--- src/rtl/pcm_serial_tx_if.sv ---
// ---------------------------------------------------------------------------
// pcm_serial_tx_if
//   Bundles the sample-input, control, status and three-wire serial signals
//   of pcm_serial_tx.
//
//   Signals (direction seen from the serializer, modport slave):
//     pcm_in    in   DATA_WIDTH        signed PCM sample from the decimator
//     pcm_valid in   1                 one-cycle strobe qualifying pcm_in
//     en        in   1                 serializer enable
//     ovf_clr   in   1                 clears the overflow flag
//     unf_clr   in   1                 clears the underrun flag
//     sclk      out  1                 serial bit clock
//     ws        out  1                 word select (0 = slot A, 1 = slot B)
//     sd        out  1                 serial data, MSB first
//     fill      out  clog2(DEPTH)+1    FIFO occupancy
//     overflow  out  1                 sticky: a sample was dropped
//     underrun  out  1                 sticky: a frame started with FIFO empty
//
//   modport master : the producer/controller side (drives the inputs)
//   modport slave  : the serializer side
// ---------------------------------------------------------------------------
interface pcm_serial_tx_if #(
    parameter int DATA_WIDTH = 24,
    parameter int FIFO_DEPTH = 8
);
    logic signed [DATA_WIDTH-1:0]     pcm_in;
    logic                             pcm_valid;
    logic                             en;
    logic                             ovf_clr;
    logic                             unf_clr;
    logic                             sclk;
    logic                             ws;
    logic                             sd;
    logic [$clog2(FIFO_DEPTH):0]      fill;
    logic                             overflow;
    logic                             underrun;

    modport master (
        output pcm_in, pcm_valid, en, ovf_clr, unf_clr,
        input  sclk, ws, sd, fill, overflow, underrun
    );

    modport slave (
        input  pcm_in, pcm_valid, en, ovf_clr, unf_clr,
        output sclk, ws, sd, fill, overflow, underrun
    );
endinterface

--- src/rtl/pcm_serial_tx.sv ---
// ---------------------------------------------------------------------------
// pcm_serial_tx
//   Output stage of the decimation chain. Decimated signed PCM words are
//   buffered in a small FIFO and serialized MSB-first onto a left-justified
//   I2S-style interface (sclk/ws/sd). The stream is mono: every sample is
//   transmitted in both the ws=0 and ws=1 slot of one frame.
//
//   Ports:
//     clk  in   system clock, rising edge
//     rst  in   asynchronous active-high reset
//     bus  pcm_serial_tx_if.slave : pcm_in/pcm_valid/en/ovf_clr/unf_clr in,
//          sclk/ws/sd/fill/overflow/underrun out
//
//   Parameters:
//     DATA_WIDTH  sample width
//     FIFO_DEPTH  FIFO entries (power of two, >= 2)
//     SCLK_DIV    clk cycles per sclk half period (>= 1)
//     FRAME_BITS  sclk bits per slot (>= DATA_WIDTH), tail is zero padded
// ---------------------------------------------------------------------------
module pcm_serial_tx #(
    parameter int DATA_WIDTH = 24,
    parameter int FIFO_DEPTH = 8,
    parameter int SCLK_DIV   = 4,
    parameter int FRAME_BITS = 32
) (
    input  logic             clk,
    input  logic             rst,
    pcm_serial_tx_if.slave   bus
);
    localparam int AW    = $clog2(FIFO_DEPTH);
    localparam int FW    = AW + 1;
    localparam int DIV_W = (SCLK_DIV > 1) ? $clog2(SCLK_DIV) : 1;
    localparam int CW    = (FRAME_BITS > 1) ? $clog2(FRAME_BITS) : 1;

    localparam logic [DIV_W-1:0] DIV_LAST = DIV_W'(SCLK_DIV - 1);
    localparam logic [CW-1:0]    BIT_LAST = CW'(FRAME_BITS - 1);
    localparam logic [FW-1:0]    FILL_MAX = FW'(FIFO_DEPTH);

    typedef enum logic [1:0] {
        ST_IDLE,
        ST_LOAD,
        ST_SHIFT
    } state_t;

    // ------------------------------------------------------------------
    // State
    // ------------------------------------------------------------------
    state_t                 state_q,    state_d;
    logic [AW-1:0]          wr_ptr_q,   wr_ptr_d;
    logic [AW-1:0]          rd_ptr_q,   rd_ptr_d;
    logic [FW-1:0]          fill_q,     fill_d;
    logic                   overflow_q, overflow_d;
    logic                   underrun_q, underrun_d;
    logic [DATA_WIDTH-1:0]  sample_q,   sample_d;
    logic [DIV_W-1:0]       div_q,      div_d;
    logic [CW-1:0]          bit_cnt_q,  bit_cnt_d;
    logic                   slot_q,     slot_d;
    logic                   sclk_q,     sclk_d;
    logic                   ws_q,       ws_d;
    logic                   sd_q,       sd_d;

    logic [DATA_WIDTH-1:0]  mem [FIFO_DEPTH];

    // ------------------------------------------------------------------
    // FIFO status and handshake terms
    // ------------------------------------------------------------------
    logic                   fifo_empty;
    logic                   fifo_full;
    logic [DATA_WIDTH-1:0]  head;
    logic                   pop;        // FSM wants a new sample this cycle
    logic                   pop_ok;     // ... and the FIFO can supply one
    logic                   wr_ok;
    logic                   ovf_set;
    logic                   unf_set;

    assign fifo_empty = (fill_q == '0);
    assign fifo_full  = (fill_q == FILL_MAX);

    // An empty pop delivers silence rather than stale memory contents.
    assign head = fifo_empty ? '0 : mem[rd_ptr_q];

    assign pop_ok  = pop & ~fifo_empty;
    assign unf_set = pop &  fifo_empty;
    // A full FIFO still accepts a write when an entry leaves in the same
    // cycle; only a write with no room and no concurrent pop is dropped.
    assign wr_ok   = bus.pcm_valid & (~fifo_full | pop_ok);
    assign ovf_set = bus.pcm_valid &   fifo_full & ~pop_ok;

    // ------------------------------------------------------------------
    // FIFO bookkeeping and sticky flags
    // ------------------------------------------------------------------
    always_comb begin
        wr_ptr_d   = wr_ptr_q;
        rd_ptr_d   = rd_ptr_q;
        fill_d     = fill_q;
        overflow_d = overflow_q;
        underrun_d = underrun_q;

        if (wr_ok) begin
            wr_ptr_d = wr_ptr_q + AW'(1);
        end
        if (pop_ok) begin
            rd_ptr_d = rd_ptr_q + AW'(1);
        end

        case ({wr_ok, pop_ok})
            2'b10:   fill_d = fill_q + FW'(1);
            2'b01:   fill_d = fill_q - FW'(1);
            default: fill_d = fill_q;
        endcase

        // Set has priority over clear so an event coincident with a clear
        // is never lost.
        if (ovf_set) begin
            overflow_d = 1'b1;
        end else if (bus.ovf_clr) begin
            overflow_d = 1'b0;
        end

        if (unf_set) begin
            underrun_d = 1'b1;
        end else if (bus.unf_clr) begin
            underrun_d = 1'b0;
        end
    end

    // Sample storage carries no reset; only pointers and count do.
    always_ff @(posedge clk) begin
        if (wr_ok) begin
            mem[wr_ptr_q] <= bus.pcm_in;
        end
    end

    // ------------------------------------------------------------------
    // Serializer FSM
    // ------------------------------------------------------------------
    logic [DATA_WIDTH-1:0] shifted;

    always_comb begin
        state_d   = state_q;
        sample_d  = sample_q;
        div_d     = div_q;
        bit_cnt_d = bit_cnt_q;
        slot_d    = slot_q;
        sclk_d    = sclk_q;
        ws_d      = ws_q;
        sd_d      = sd_q;
        pop       = 1'b0;
        shifted   = '0;

        case (state_q)
            ST_IDLE: begin
                sclk_d    = 1'b0;
                ws_d      = 1'b0;
                sd_d      = 1'b0;
                div_d     = '0;
                bit_cnt_d = '0;
                slot_d    = 1'b0;
                if (bus.en) begin
                    state_d = ST_LOAD;
                end
            end

            ST_LOAD: begin
                pop       = 1'b1;
                sample_d  = head;
                sd_d      = head[DATA_WIDTH-1];
                ws_d      = 1'b0;
                sclk_d    = 1'b0;
                div_d     = '0;
                bit_cnt_d = '0;
                slot_d    = 1'b0;
                state_d   = ST_SHIFT;
            end

            ST_SHIFT: begin
                if (div_q == DIV_LAST) begin
                    div_d  = '0;
                    sclk_d = ~sclk_q;
                    // Data and word select only change on the falling edge
                    // so the receiver sees them stable at the rising edge.
                    if (sclk_q) begin
                        if (bit_cnt_q == BIT_LAST) begin
                            bit_cnt_d = '0;
                            if (!slot_q) begin
                                // Slot B repeats the same sample (mono).
                                slot_d = 1'b1;
                                ws_d   = 1'b1;
                                sd_d   = sample_q[DATA_WIDTH-1];
                            end else if (bus.en) begin
                                // Back-to-back frame: fetch the next sample
                                // on this very edge so there is no gap.
                                pop      = 1'b1;
                                sample_d = head;
                                slot_d   = 1'b0;
                                ws_d     = 1'b0;
                                sd_d     = head[DATA_WIDTH-1];
                            end else begin
                                state_d = ST_IDLE;
                                slot_d  = 1'b0;
                                ws_d    = 1'b0;
                                sd_d    = 1'b0;
                            end
                        end else begin
                            bit_cnt_d = bit_cnt_q + CW'(1);
                            // Shifting past the sample width leaves zeros,
                            // which gives the tail padding for free.
                            shifted   = sample_q << bit_cnt_d;
                            sd_d      = shifted[DATA_WIDTH-1];
                        end
                    end
                end else begin
                    div_d = div_q + DIV_W'(1);
                end
            end

            default: begin
                state_d = ST_IDLE;
            end
        endcase
    end

    // ------------------------------------------------------------------
    // Registers
    // ------------------------------------------------------------------
    always_ff @(posedge clk or posedge rst) begin
        if (rst) begin
            state_q    <= ST_IDLE;
            wr_ptr_q   <= '0;
            rd_ptr_q   <= '0;
            fill_q     <= '0;
            overflow_q <= 1'b0;
            underrun_q <= 1'b0;
            sample_q   <= '0;
            div_q      <= '0;
            bit_cnt_q  <= '0;
            slot_q     <= 1'b0;
            sclk_q     <= 1'b0;
            ws_q       <= 1'b0;
            sd_q       <= 1'b0;
        end else begin
            state_q    <= state_d;
            wr_ptr_q   <= wr_ptr_d;
            rd_ptr_q   <= rd_ptr_d;
            fill_q     <= fill_d;
            overflow_q <= overflow_d;
            underrun_q <= underrun_d;
            sample_q   <= sample_d;
            div_q      <= div_d;
            bit_cnt_q  <= bit_cnt_d;
            slot_q     <= slot_d;
            sclk_q     <= sclk_d;
            ws_q       <= ws_d;
            sd_q       <= sd_d;
        end
    end

    assign bus.sclk     = sclk_q;
    assign bus.ws       = ws_q;
    assign bus.sd       = sd_q;
    assign bus.fill     = fill_q;
    assign bus.overflow = overflow_q;
    assign bus.underrun = underrun_q;

endmodule

--- src/flat_wrapper.sv ---
// flat-port wrapper written by rule: the top's interface ports become plain ports
module pcm_serial_tx_flat 
#(
    parameter int DATA_WIDTH = 24,
    parameter int FIFO_DEPTH = 8,
    parameter int SCLK_DIV   = 4,
    parameter int FRAME_BITS = 32
)
  (clk, rst, bus_pcm_in, bus_pcm_valid, bus_en, bus_ovf_clr, bus_unf_clr, bus_sclk, bus_ws, bus_sd, bus_fill, bus_overflow, bus_underrun);
  pcm_serial_tx_if #(.DATA_WIDTH(DATA_WIDTH), .FIFO_DEPTH(FIFO_DEPTH)) bus_i ();
  input  logic clk;
  input  logic rst;
  input wire logic [$bits(bus_i.pcm_in)-1:0] bus_pcm_in;
  input wire logic [$bits(bus_i.pcm_valid)-1:0] bus_pcm_valid;
  input wire logic [$bits(bus_i.en)-1:0] bus_en;
  input wire logic [$bits(bus_i.ovf_clr)-1:0] bus_ovf_clr;
  input wire logic [$bits(bus_i.unf_clr)-1:0] bus_unf_clr;
  output wire logic [$bits(bus_i.sclk)-1:0] bus_sclk;
  output wire logic [$bits(bus_i.ws)-1:0] bus_ws;
  output wire logic [$bits(bus_i.sd)-1:0] bus_sd;
  output wire logic [$bits(bus_i.fill)-1:0] bus_fill;
  output wire logic [$bits(bus_i.overflow)-1:0] bus_overflow;
  output wire logic [$bits(bus_i.underrun)-1:0] bus_underrun;
  assign bus_i.pcm_in = bus_pcm_in;
  assign bus_i.pcm_valid = bus_pcm_valid;
  assign bus_i.en = bus_en;
  assign bus_i.ovf_clr = bus_ovf_clr;
  assign bus_i.unf_clr = bus_unf_clr;
  assign bus_sclk = bus_i.sclk;
  assign bus_ws = bus_i.ws;
  assign bus_sd = bus_i.sd;
  assign bus_fill = bus_i.fill;
  assign bus_overflow = bus_i.overflow;
  assign bus_underrun = bus_i.underrun;
  pcm_serial_tx #(.DATA_WIDTH(DATA_WIDTH), .FIFO_DEPTH(FIFO_DEPTH), .SCLK_DIV(SCLK_DIV), .FRAME_BITS(FRAME_BITS)) u_core (.clk(clk), .rst(rst), .bus(bus_i));
endmodule
--- config.mk ---
export PLATFORM = sky130hd
export DESIGN_NAME = pcm_serial_tx_flat
export DESIGN_NICKNAME = d
export VERILOG_FILES = /design/src/rtl/pcm_serial_tx_if.sv /design/src/rtl/pcm_serial_tx.sv /design/src/flat_wrapper.sv
export SDC_FILE = /design/constraint.sdc
export NUM_CORES = 1
export LEC_CHECK = 0
export CAP_MARGIN = 20
export CELL_PAD_IN_SITES_DETAIL_PLACEMENT = 2
export CELL_PAD_IN_SITES_GLOBAL_PLACEMENT = 2
export CORE_MARGIN = 2
export CORE_UTILIZATION = 30
export DETAILED_ROUTE_END_ITERATION = 16
export HOLD_SLACK_MARGIN = 0.02
export PLACE_DENSITY_LB_ADDON = 0.1
export SYNTH_ARGS = -nofsm -noshare
export SYNTH_HDL_FRONTEND = slang
export SYNTH_SLANG_ARGS = --single-unit
--- constraint.sdc ---
create_clock -name clk -period 9.4 [get_ports clk]
set_input_delay 1.41 -clock clk [delete_from_list [all_inputs] [get_ports clk]]
set_output_delay 1.41 -clock clk [all_outputs]
set_load 0.01 [all_outputs]
### Word-level counts from Yosys, hierarchy flattened

Memory sizes are Yosys's and may differ from the RTL's.
Index checks and enable logic that the tools add are counted.

* register bits after elaboration: 48
* latch bits: 0
* bits in writable memories: 192
* memory bits (read-only): 0
* bits of input ports: 30
* output and inout bits: 9
* logic and storage cells: 105
* memories: 1

Memories
* u_core.mem: depth 8, bits a word 24, read ports 1, clocked after Yosys merged registers in 0, wr ports 1, line pcm_serial_tx.sv:62 `logic [DATA_WIDTH-1:0] mem [FIFO_DEPTH];`

* add/subtract/negate cells: 6
* multiply operators: 0
* div/mod/pow operators: 0
* magnitude comparators: 0
* equal/unequal tests: 14
* shift operators: 1
* multiplexer cells: 46
* bitwise gates (word level): 10
* reduce and logical (&&, ||, !) cells: 15

Operators by type and width (number)
* $mux W24: 6
* $pmux W24 S2: 1
* $shl A24 B5 Y24: 1
* $mux W1: 21
* $mux W5: 3
* $mux W2: 7
* $reduce_and A6 Y1: 2
* $pmux W5 S2: 1
* $reduce_bool A2 Y1: 5
* $ne A2 B1 Y1 const B: 4
* $pmux W4 S2: 1
* $add A3 B1 Y3 const B: 2
* $eq A2 B2 Y1 const B: 3
* $ne A2 B2 Y1 const B: 3
* $pmux W1 S2: 3
* $pmux W2 S3: 1
* $reduce_and A3 Y1: 2
* $add A5 B1 Y5 const B: 1
* $and A1 B1 Y1: 5
* $eq A5 B5 Y1 const B: 1
* $add A4 B1 Y4 const B: 1
* $eq A2 B1 Y1 const B: 2
* $eq A4 B4 Y1 const B: 1
* $logic_not A4 Y1: 1
* 11 further kinds: 14

### Longest topological paths before layout

Gate-level depths: netlist (run 1).

* depth after elaboration: 11
* depth in mapped cells: 12
* depth with buffers taken out: 12

### Worst setup path before layout (run 1)

OpenSTA, ideal clock, no wires.

* path type: in2reg
* start: input bus_en
* end: memory u_core.mem[0][0] (enable)
* setup time: 0.435 ns
* arrival time: 3.699 ns
* required time: 8.965 ns
* slack: 5.266 ns
* cell stages on the path: 5
* buffers on the path: 0
* cells stage by stage: a31oi_1 > nand2b_4 > a31oi_4 > nand2b_1 > nor3_1

* word-level cells in the longest chain between the ends: 11

RTL lines
* from (decl): line flat_wrapper.sv:15 `input wire logic [$bits(bus_i.en)-1:0] bus_en;`
* $mux W1: line pcm_serial_tx.sv:190 `end else if (bus.en) begin`
* $mux W1: line pcm_serial_tx.sv:185 `if (!slot_q) begin`
* $mux W1: line pcm_serial_tx.sv:183 `if (bit_cnt_q == BIT_LAST) begin`
* $mux W1: line pcm_serial_tx.sv:182 `if (sclk_q) begin`
* $mux W1: line pcm_serial_tx.sv:177 `if (div_q == DIV_LAST) begin`
* $pmux W1 S2: line pcm_serial_tx.sv:151 `case (state_q)`
* $and A1 B1 Y1: line pcm_serial_tx.sv:82 `assign pop_ok = pop & ~fifo_empty;`
* $or A1 B1 Y1: line pcm_serial_tx.sv:86 `assign wr_ok = bus.pcm_valid & (~fifo_full | pop_ok);`
* $and A1 B1 Y1: line pcm_serial_tx.sv:86
* $mux W1: line pcm_serial_tx.sv:129 `if (wr_ok) begin`
* $mux W1 (implied by the code): line pcm_serial_tx.sv:130 `mem[wr_ptr_q] <= bus.pcm_in;`
* to (decl): line pcm_serial_tx.sv:62

Every way passes these cells.

### Worst setup path after layout (run 1)

* start: register u_core.bit_cnt_q[0]
* end: memory u_core.mem[4][12] (enable)

* word-level cells in the longest chain between the ends: 10

RTL lines
* from (decl): line pcm_serial_tx.sv:56 `logic [CW-1:0] bit_cnt_q, bit_cnt_d;`
* from (signal assigned): line pcm_serial_tx.sv:250 `bit_cnt_q <= bit_cnt_d;`
* $eq A5 B5 Y1: line pcm_serial_tx.sv:183
* $mux W1: line pcm_serial_tx.sv:183
* $mux W1: line pcm_serial_tx.sv:182
* $mux W1: line pcm_serial_tx.sv:177
* $pmux W1 S2: line pcm_serial_tx.sv:151
* $and A1 B1 Y1: line pcm_serial_tx.sv:82
* $or A1 B1 Y1: line pcm_serial_tx.sv:86
* $and A1 B1 Y1: line pcm_serial_tx.sv:86
* $mux W1: line pcm_serial_tx.sv:129
* $mux W1 (implied by the code): line pcm_serial_tx.sv:130

Every way passes these cells.

==> impl_metrics.tcl, run 1 <==
set metrics [dict create \
    most-common-layout-cells "sky130_fd_sc_hd__edfxtp_1 (192), sky130_fd_sc_hd__nand2_1 (52), sky130_fd_sc_hd__mux4_2 (46), sky130_fd_sc_hd__dfrtp_1 (46), sky130_fd_sc_hd__clkdlybuf4s50_1 (38)" \
    antenna_cells_inserted 0 \
    design.portCount 39 \
    timing.rr.start "u_core.bit_cnt_q[0]$_DFFE_PP0P_" \
    number_of_filler_cells_placed_in_the_layout 3103 \
    max_cap_viol_count 0 \
    critical_path_peak_fanout 24 \
    grt_start_max_net_pins 54 \
    row_count 65 \
    cts_made_buffers 27 \
    worst_vdd_rail_ir_drop_mv 0.1425 \
    drc 0 \
    place_worst_setup_slack_ns 5.510 \
    p_int_uw 1956 \
    leakagePower_uw 0.003915 \
    register_share_of_total_power_pct 51.1 \
    global_route_overflow 0 \
    power.share.switching_pct 25.06 \
    layout.nets 644 \
    maxSlewHeadroom_pct 45.09 \
    cts_hold_buffers 0 \
    critPathKind "reg -> reg" \
    comb_power_share_pct 11.3 \
    synth_cell_type_count 50 \
    cts.htree.levels 1 \
    fin_ws_ns 6.107 \
    clock_skew_ns 0.01839 \
    cts_max_path_buffers 3 \
    gp_routability_congestion 0.7070 \
    timing.critical_path.arrival_ns 3.48 \
    final_max_slew_viol_count 0 \
    timing.hold.worst.class "reg -> reg" \
    hold_path.startpoint "u_core.sample_q[13]$_DFFE_PP0P_" \
    die_area_sq_mm 0.03375 \
    synth.cell_area_sq_mm 0.009691 \
    first_global_vias 5691 \
    final_common_cell "sky130_fd_sc_hd__edfxtp_1" \
    post_cts.resized_instances 0 \
    power_density_mw_per_mm2 228.3 \
    drtIter0Drc 266 \
    critical_path.startpoint "u_core.bit_cnt_q[0]$_DFFE_PP0P_" \
    wirelength_um 22220 \
    grt_antenna_before_repair 0 \
    layout-drive-gt1-share_pct 19.23 \
    total_switching_power_uw 654.1 \
    first_pass_iters 4 \
    coreArea_sq_mm 0.03172 \
    track_usage_pct 13.70 \
    grt_setup_unrepaired "no" \
    flops_latches_synth 240 \
    timing.critical_path.from_type "register" \
    floorplan.die.width_um 183.7 \
    cts_tree "yes" \
    clock_group_share_of_total_power_pct 37.6 \
    netlist_instances 544 \
    first_pass_grt_wire_length_um 34790 \
    status "finished clean" \
    synth_edf_count 192 \
    sequential_area_share_after_synthesis_pct 71.89 \
    cell_area_after_layout_sq_mm 0.01143 \
    dpl-instance-area_sq_mm 0.01057 \
    clk_transition_reported_paths_ns 0.06 \
    routed_wire_length_per_instance_um 21.65 \
    port_buffers 38 \
    setup_viol_count_final 0 \
    cts_sinks 240 \
    async_set_reset_flop_share_out_of_synthesis_pct 20.00 \
    syn_nets 585 \
    cts_root_buf "sky130_fd_sc_hd__clkbuf_16" \
    layout-area-overhead-vs-synth_pct 17.97 \
    routed_via_density 4.848 \
    worst_slew_pin_slew_ns 0.8237 \
    worst_setup_path_end_kind "register" \
    die_y_um 183.7 \
    postCtsSetupRepairBufs 0 \
    avgSynthCellArea_sq_um 17.81 \
    tmin_final_ns 3.293 \
    final-hold-violation-count 0 \
    start_util_pct 30.55 \
    tns_ns 0 \
    fin_crit_sh_pct 35.03 \
    ys_warn_count 0 \
    total_half_perimeter_wirelength_after_legalization_and_detailed_placement_um 13520 \
    timing.fmax_ghz 0.3037 \
    via_count 4974 \
    synth-main-ff-cell "sky130_fd_sc_hd__edfxtp_1" \
    worstPathRequired_ns 9.59 \
    insertion_delay_ns 0.55 \
    detail-route-antenna-nets 0 \
]
## per-layer routing
| metal | global-route usage, % | vias up | wire length [um] |
|---|---|---|---|
| li1 | - | 2263 | - |
| met1 | 17.72 | 2618 | 9938 |
| met2 | 24.06 | 60 | 11080 |
| met3 | 1.981 | 33 | 604 |
| met4 | 3.744 | 0 | 591 |
| met5 | 0 | - | 0 |
## worst paths after layout
kind | end | slack, ns | cells past startpoint
worst min-delay path | u_core.sample_q[13]$_DFFE_PP0P_ | 0.48 | 2
worst max register to register | u_core.mem[4][12]$_DFFE_PP_ | 6.11 | 10
min in group asynchronous | u_core.bus.fill[1]$_DFFE_PP0P_ | 1.11 | 2
max in group asynchronous | u_core.bit_cnt_q[2]$_DFFE_PP0P_ | 7.79 | 3
worst max-delay path | u_core.mem[4][12]$_DFFE_PP_ | 6.11 | 10
worst min register to register | u_core.sample_q[13]$_DFFE_PP0P_ | 0.48 | 2
## power groups by stage
stage / clock network [uW] / logic (uW) / registers, uW
global placement: 0 / 291 / 1350
detailed placement: 0 / 300 / 1360
floorplan: 0 / 163 / 1340
finish: 981 / 294 / 1330
global route: 1060 / 325 / 1350
CTS: 1020 / 302 / 1340
## cells by family (layout without fill, tap and decap cells)
family	after synthesis	count (layout)	share of synthesized area [%]
adder cells (fa/ha/maj)	11	11	1.420
buffers and inverters	30	110	1.485
multiplexers	88	88	15.13
AND/OR/NAND/NOR	101	101	5.023
AO/OA/AOI/OAI	65	65	4.235
flip-flops	240	240	71.89
XOR/XNOR	9	9	0.8134
## through the flow
| stage | util (%) | cells | power [uW] | hold WS, ns |
|---|---|---|---|---|
| 2_1_floorplan | - | 544 | 1506 | 0.4444 |
| 3_3_place_gp | 33.34 | 974 | 1641 | 0.4721 |
| 3_5_place_dp | 33.34 | 974 | 1662 | 0.4730 |
| 4_1_cts | 35.92 | 1024 | 2663 | 0.4885 |
| 5_1_grt | 36.04 | 1026 | 2731 | 0.5211 |
| 6_report | 36.04 | 1026 | 2610 | 0.4830 |
## cell usage after synthesis (all sizes together) (5+ instances only)
library cell,count,area (sq um)
mux2,8,90.09
nand2b,6,45.04
nor2b,6,40.04
inv,9,33.78
mux2i,34,340.3
dfrtp,48,1201
buf,15,86.33
mux4,46,1036
nor3,7,40.04
o21ai,37,185.2
nand2,52,195.2
ha,11,137.6
nor2,13,48.80
xnor2,5,43.79
clkbuf,6,23.77
edfxtp,192,5766
## area by class of cell
class,count,area (sq um),area share [%]
flip-flops and latches,240,6969,60.96
multi-input cells,274,2605,22.79
clock buffers,36,709.4,6.206
repair buffers,51,503.0,4.400
well taps,402,503.0,4.400
clock inverters,14,108.9,0.9522
inverters,9,33.78,0.2955
## registers in the layout (all words and copies together) (netlist names)
name,count
u_core.mem,192
u_core.sample_q,24
u_core.bit_cnt_q,5
u_core.bus.fill,4
u_core.rd_ptr_q,3
u_core.wr_ptr_q,3
u_core.div_q,2
u_core.state_q,2
u_core.bus.overflow,1
u_core.bus.sclk,1
u_core.bus.sd,1
u_core.bus.underrun,1
u_core.slot_q,1
## critical path, stage by stage, from the launching register on
cell and delay (ns):
sky130_fd_sc_hd__dfrtp_1 0.47, sky130_fd_sc_hd__ha_1 0.32, sky130_fd_sc_hd__and3_1 0.19, sky130_fd_sc_hd__ha_1 0.30
sky130_fd_sc_hd__and4_1 0.28, sky130_fd_sc_hd__a31oi_1 0.13, sky130_fd_sc_hd__nand2b_4 0.22, sky130_fd_sc_hd__a31oi_4 0.24
sky130_fd_sc_hd__nand2b_1 0.22, sky130_fd_sc_hd__nor2_2 0.15, sky130_fd_sc_hd__buf_4 0.40
Power figures use the tool's default switching activity.
==> run 2: changes to the inputs <==
Clock period 9.4 ns to 2.8 ns, I/O delays scaled along.
==> run 2 against run 1 <==
  * Combinational power increased to 4.1 times the previous value
  * Routed wire length rose by 4.7%
  * Via count up 3.0%
  * Sequential power increased to 3.4 times the previous value
  * Clock power increased to 3.8 times the previous value
  * Flip-flop and latch count is the same
  * Fmax rose by 22%
  * Non-clock buffer count increased by 20
  * Register-to-register slack worse by 6.0 ns
==> impl_metrics.tcl, run 2 (synthesis gave the netlist of run 1 again) <==
set metrics [dict create \
    dpl-instance-area_sq_mm 0.01086 \
    p_int_uw 7050 \
    first_pass_iters 4 \
    start_util_pct 30.55 \
    track_usage_pct 14.07 \
    register_share_of_total_power_pct 47.8 \
    die_area_sq_mm 0.03375 \
    cell_area_after_layout_sq_mm 0.01199 \
    antenna_cells_inserted 0 \
    gp_routability_congestion 0.7113 \
    crit_chain "ha_4 > and3_4 > ha_4 > and4_1 > a31oi_2 > nand2b_4 > a31oi_4 > nand2_4 > nor3_4 > buf_12 > buf_6" \
    timing.critical_path.from_type "register" \
    tmin_final_ns 2.701 \
    cp_top_family "simple AND/OR/NAND/NOR gates" \
    timing.fmax_ghz 0.3702 \
    cts_max_path_buffers 3 \
    critical_path.n_buffers_inverters 2 \
    via_count 5124 \
    die_y_um 183.7 \
    grt_start_max_net_pins 51 \
    max_cap_viol_count 0 \
    wirelength_um 23260 \
    maxSlewHeadroom_pct 48.14 \
    timing.hold.ws_ns 0.3178 \
    power.share.switching_pct 25.07 \
    first_global_vias 5750 \
    row_count 65 \
    worst_setup_path_end_kind "register" \
    tns_ns 0 \
    worstPathRequired_ns 3.06 \
    number_of_filler_cells_placed_in_the_layout 3104 \
    final_common_cell "sky130_fd_sc_hd__edfxtp_1" \
    clock_skew_ns 0.01185 \
    cts_sinks 240 \
    total_half_perimeter_wirelength_after_legalization_and_detailed_placement_um 14270 \
    largest_register_ff_count 192 \
    clk_transition_reported_paths_ns 0.06 \
    status "finished clean" \
    global_route_overflow 0 \
    power_density_mw_per_mm2 785.0 \
    grt_antenna_before_repair 0 \
    port_buffers 38 \
    layout.nets 665 \
    cts_root_buf "sky130_fd_sc_hd__clkbuf_16" \
    layout-drive-gt1-share_pct 23.41 \
    cell_with_the_largest_stage_delay_on_the_worst_path "sky130_fd_sc_hd__dfrtp_2" \
    timing.critical_path.arrival_ns 2.96 \
    final_max_slew_viol_count 0 \
    worst_slew_pin_slew_ns 0.7780 \
    leakagePower_uw 0.004132 \
    power_uw 9409 \
    routed_wire_length_per_instance_um 22.21 \
    routed_via_density 4.894 \
    fin_crit_sh_pct 96.47 \
    worst_vdd_rail_ir_drop_mv 0.4830 \
    cts_made_buffers 28 \
    layout-area-overhead-vs-synth_pct 23.68 \
    insertion_delay_ns 0.55 \
    regs_by_ff_count "u_core.mem x192, u_core.sample_q x24, u_core.bit_cnt_q x5" \
    cts_hold_buffers 0 \
    design.portCount 39 \
    final-hold-violation-count 0 \
    cts.htree.levels 1 \
    cts_tree "yes" \
    drtIter0Drc 157 \
    crit_path_frequent_cell "sky130_fd_sc_hd__ha_4" \
    setup_viol_count_final 0 \
    detail-route-antenna-nets 0 \
    largest_reg_by_ff_count "u_core.mem" \
    critical_path.max_stage_delay_ns 0.42 \
    coreArea_sq_mm 0.03172 \
    clock_group_share_of_total_power_pct 39.4 \
    drc 0 \
    comb_power_share_pct 12.8 \
    critical_path_peak_fanout 7 \
    timing.hold.worst.class "in -> async" \
    floorplan.die.width_um 183.7 \
    total_switching_power_uw 2359 \
    most-common-layout-cells "sky130_fd_sc_hd__edfxtp_1 (192), sky130_fd_sc_hd__nand2_1 (51), sky130_fd_sc_hd__mux4_2 (46), sky130_fd_sc_hd__dfrtp_1 (45), sky130_fd_sc_hd__clkdlybuf4s50_1 (38)" \
    critPathKind "reg -> reg" \
    first_pass_grt_wire_length_um 35820 \
]
==> run 2: changes by cell type in the layout (fill, tap and decap cells not counted), sizes merged <==
| cell | before | now |
|---|---|---|
| clkbuf | 36 | 34 |
| clkinvlp | 2 | 0 |
| clkinv | 10 | 15 |
| buf | 13 | 31 |
| inv | 10 | 9 |
| bufinv | 1 | 4 |
==> run 2: cell type report <==
| cell class | instances | area [sq um] | share of cell area (%) |
|---|---|---|---|
| clock inverter | 19 | 230.2 | 1.921 |
| sequential | 240 | 6970 | 58.16 |
| multi-input combinational | 274 | 2699 | 22.52 |
| inverter | 9 | 33.78 | 0.2819 |
| tap | 402 | 503.0 | 4.197 |
| clock buffer | 32 | 715.7 | 5.971 |
| timing repair buffer | 71 | 833.3 | 6.953 |
==> run 2: metrics by stage <==
| step | util [%] | instances | worst slack (ns) |
|---|---|---|---|
| after floorplan | - | 544 | -0.01130 |
| after global placement | 34.24 | 982 | 0.08749 |
| after detailed placement | 34.24 | 982 | 0.03847 |
| after CTS | 37.22 | 1033 | 0.002636 |
| after global routing | 37.79 | 1047 | -0.02743 |
| final | 37.79 | 1047 | 0.09885 |
==> run 2: path summary, 6_finish.rpt <==
kind | start | to | slack, ns | cells after the start
setup reg to reg | u_core.bit_cnt_q[0]$_DFFE_PP0P_ | u_core.mem[1][23]$_DFFE_PP_ | 0.1 | 11
min in group clk | bus_unf_clr | u_core.bus.underrun$_DFFE_PP0P_ | 0.45 | 2
hold reg to reg | u_core.sample_q[15]$_DFFE_PP0P_ | u_core.sample_q[15]$_DFFE_PP0P_ | 0.49 | 2
hold / removal | rst | u_core.bus.underrun$_DFFE_PP0P_ | 0.32 | 2
setup / recovery | u_core.bit_cnt_q[0]$_DFFE_PP0P_ | u_core.mem[1][23]$_DFFE_PP_ | 0.1 | 11
max in group asynchronous | rst | u_core.sample_q[9]$_DFFE_PP0P_ | 1.76 | 3
==> run 2: what timing repair did <==
item | 4_1_cts | 5_1_grt
cloned | 0 | 4
setup endpoints to repair | 1 | 49
resized for setup | 0 | 1
endpoints found under the hold margin | 0 | 0
setup buffers | 0 | 10
pin swaps | 1 | 4
==> run 2: power groups by stage <==
stage	clock network, uW	logic (uW)	registers (uW)
finish	3710	1200	4500
global route	3970	1320	4540
CTS	3820	1160	4510
detailed placement	0	1150	4580
global placement	0	1130	4540
floorplan	0	603	4510
==> run 2: metal layers <==
layer	vias up	GRT usage [%]	share of wire [%]
met4	0	3.232	1.8
met1	2730	18.90	45
met2	57	24.11	51
li1	2309	-	-
met5	-	0	0
met3	28	2.100	2.5
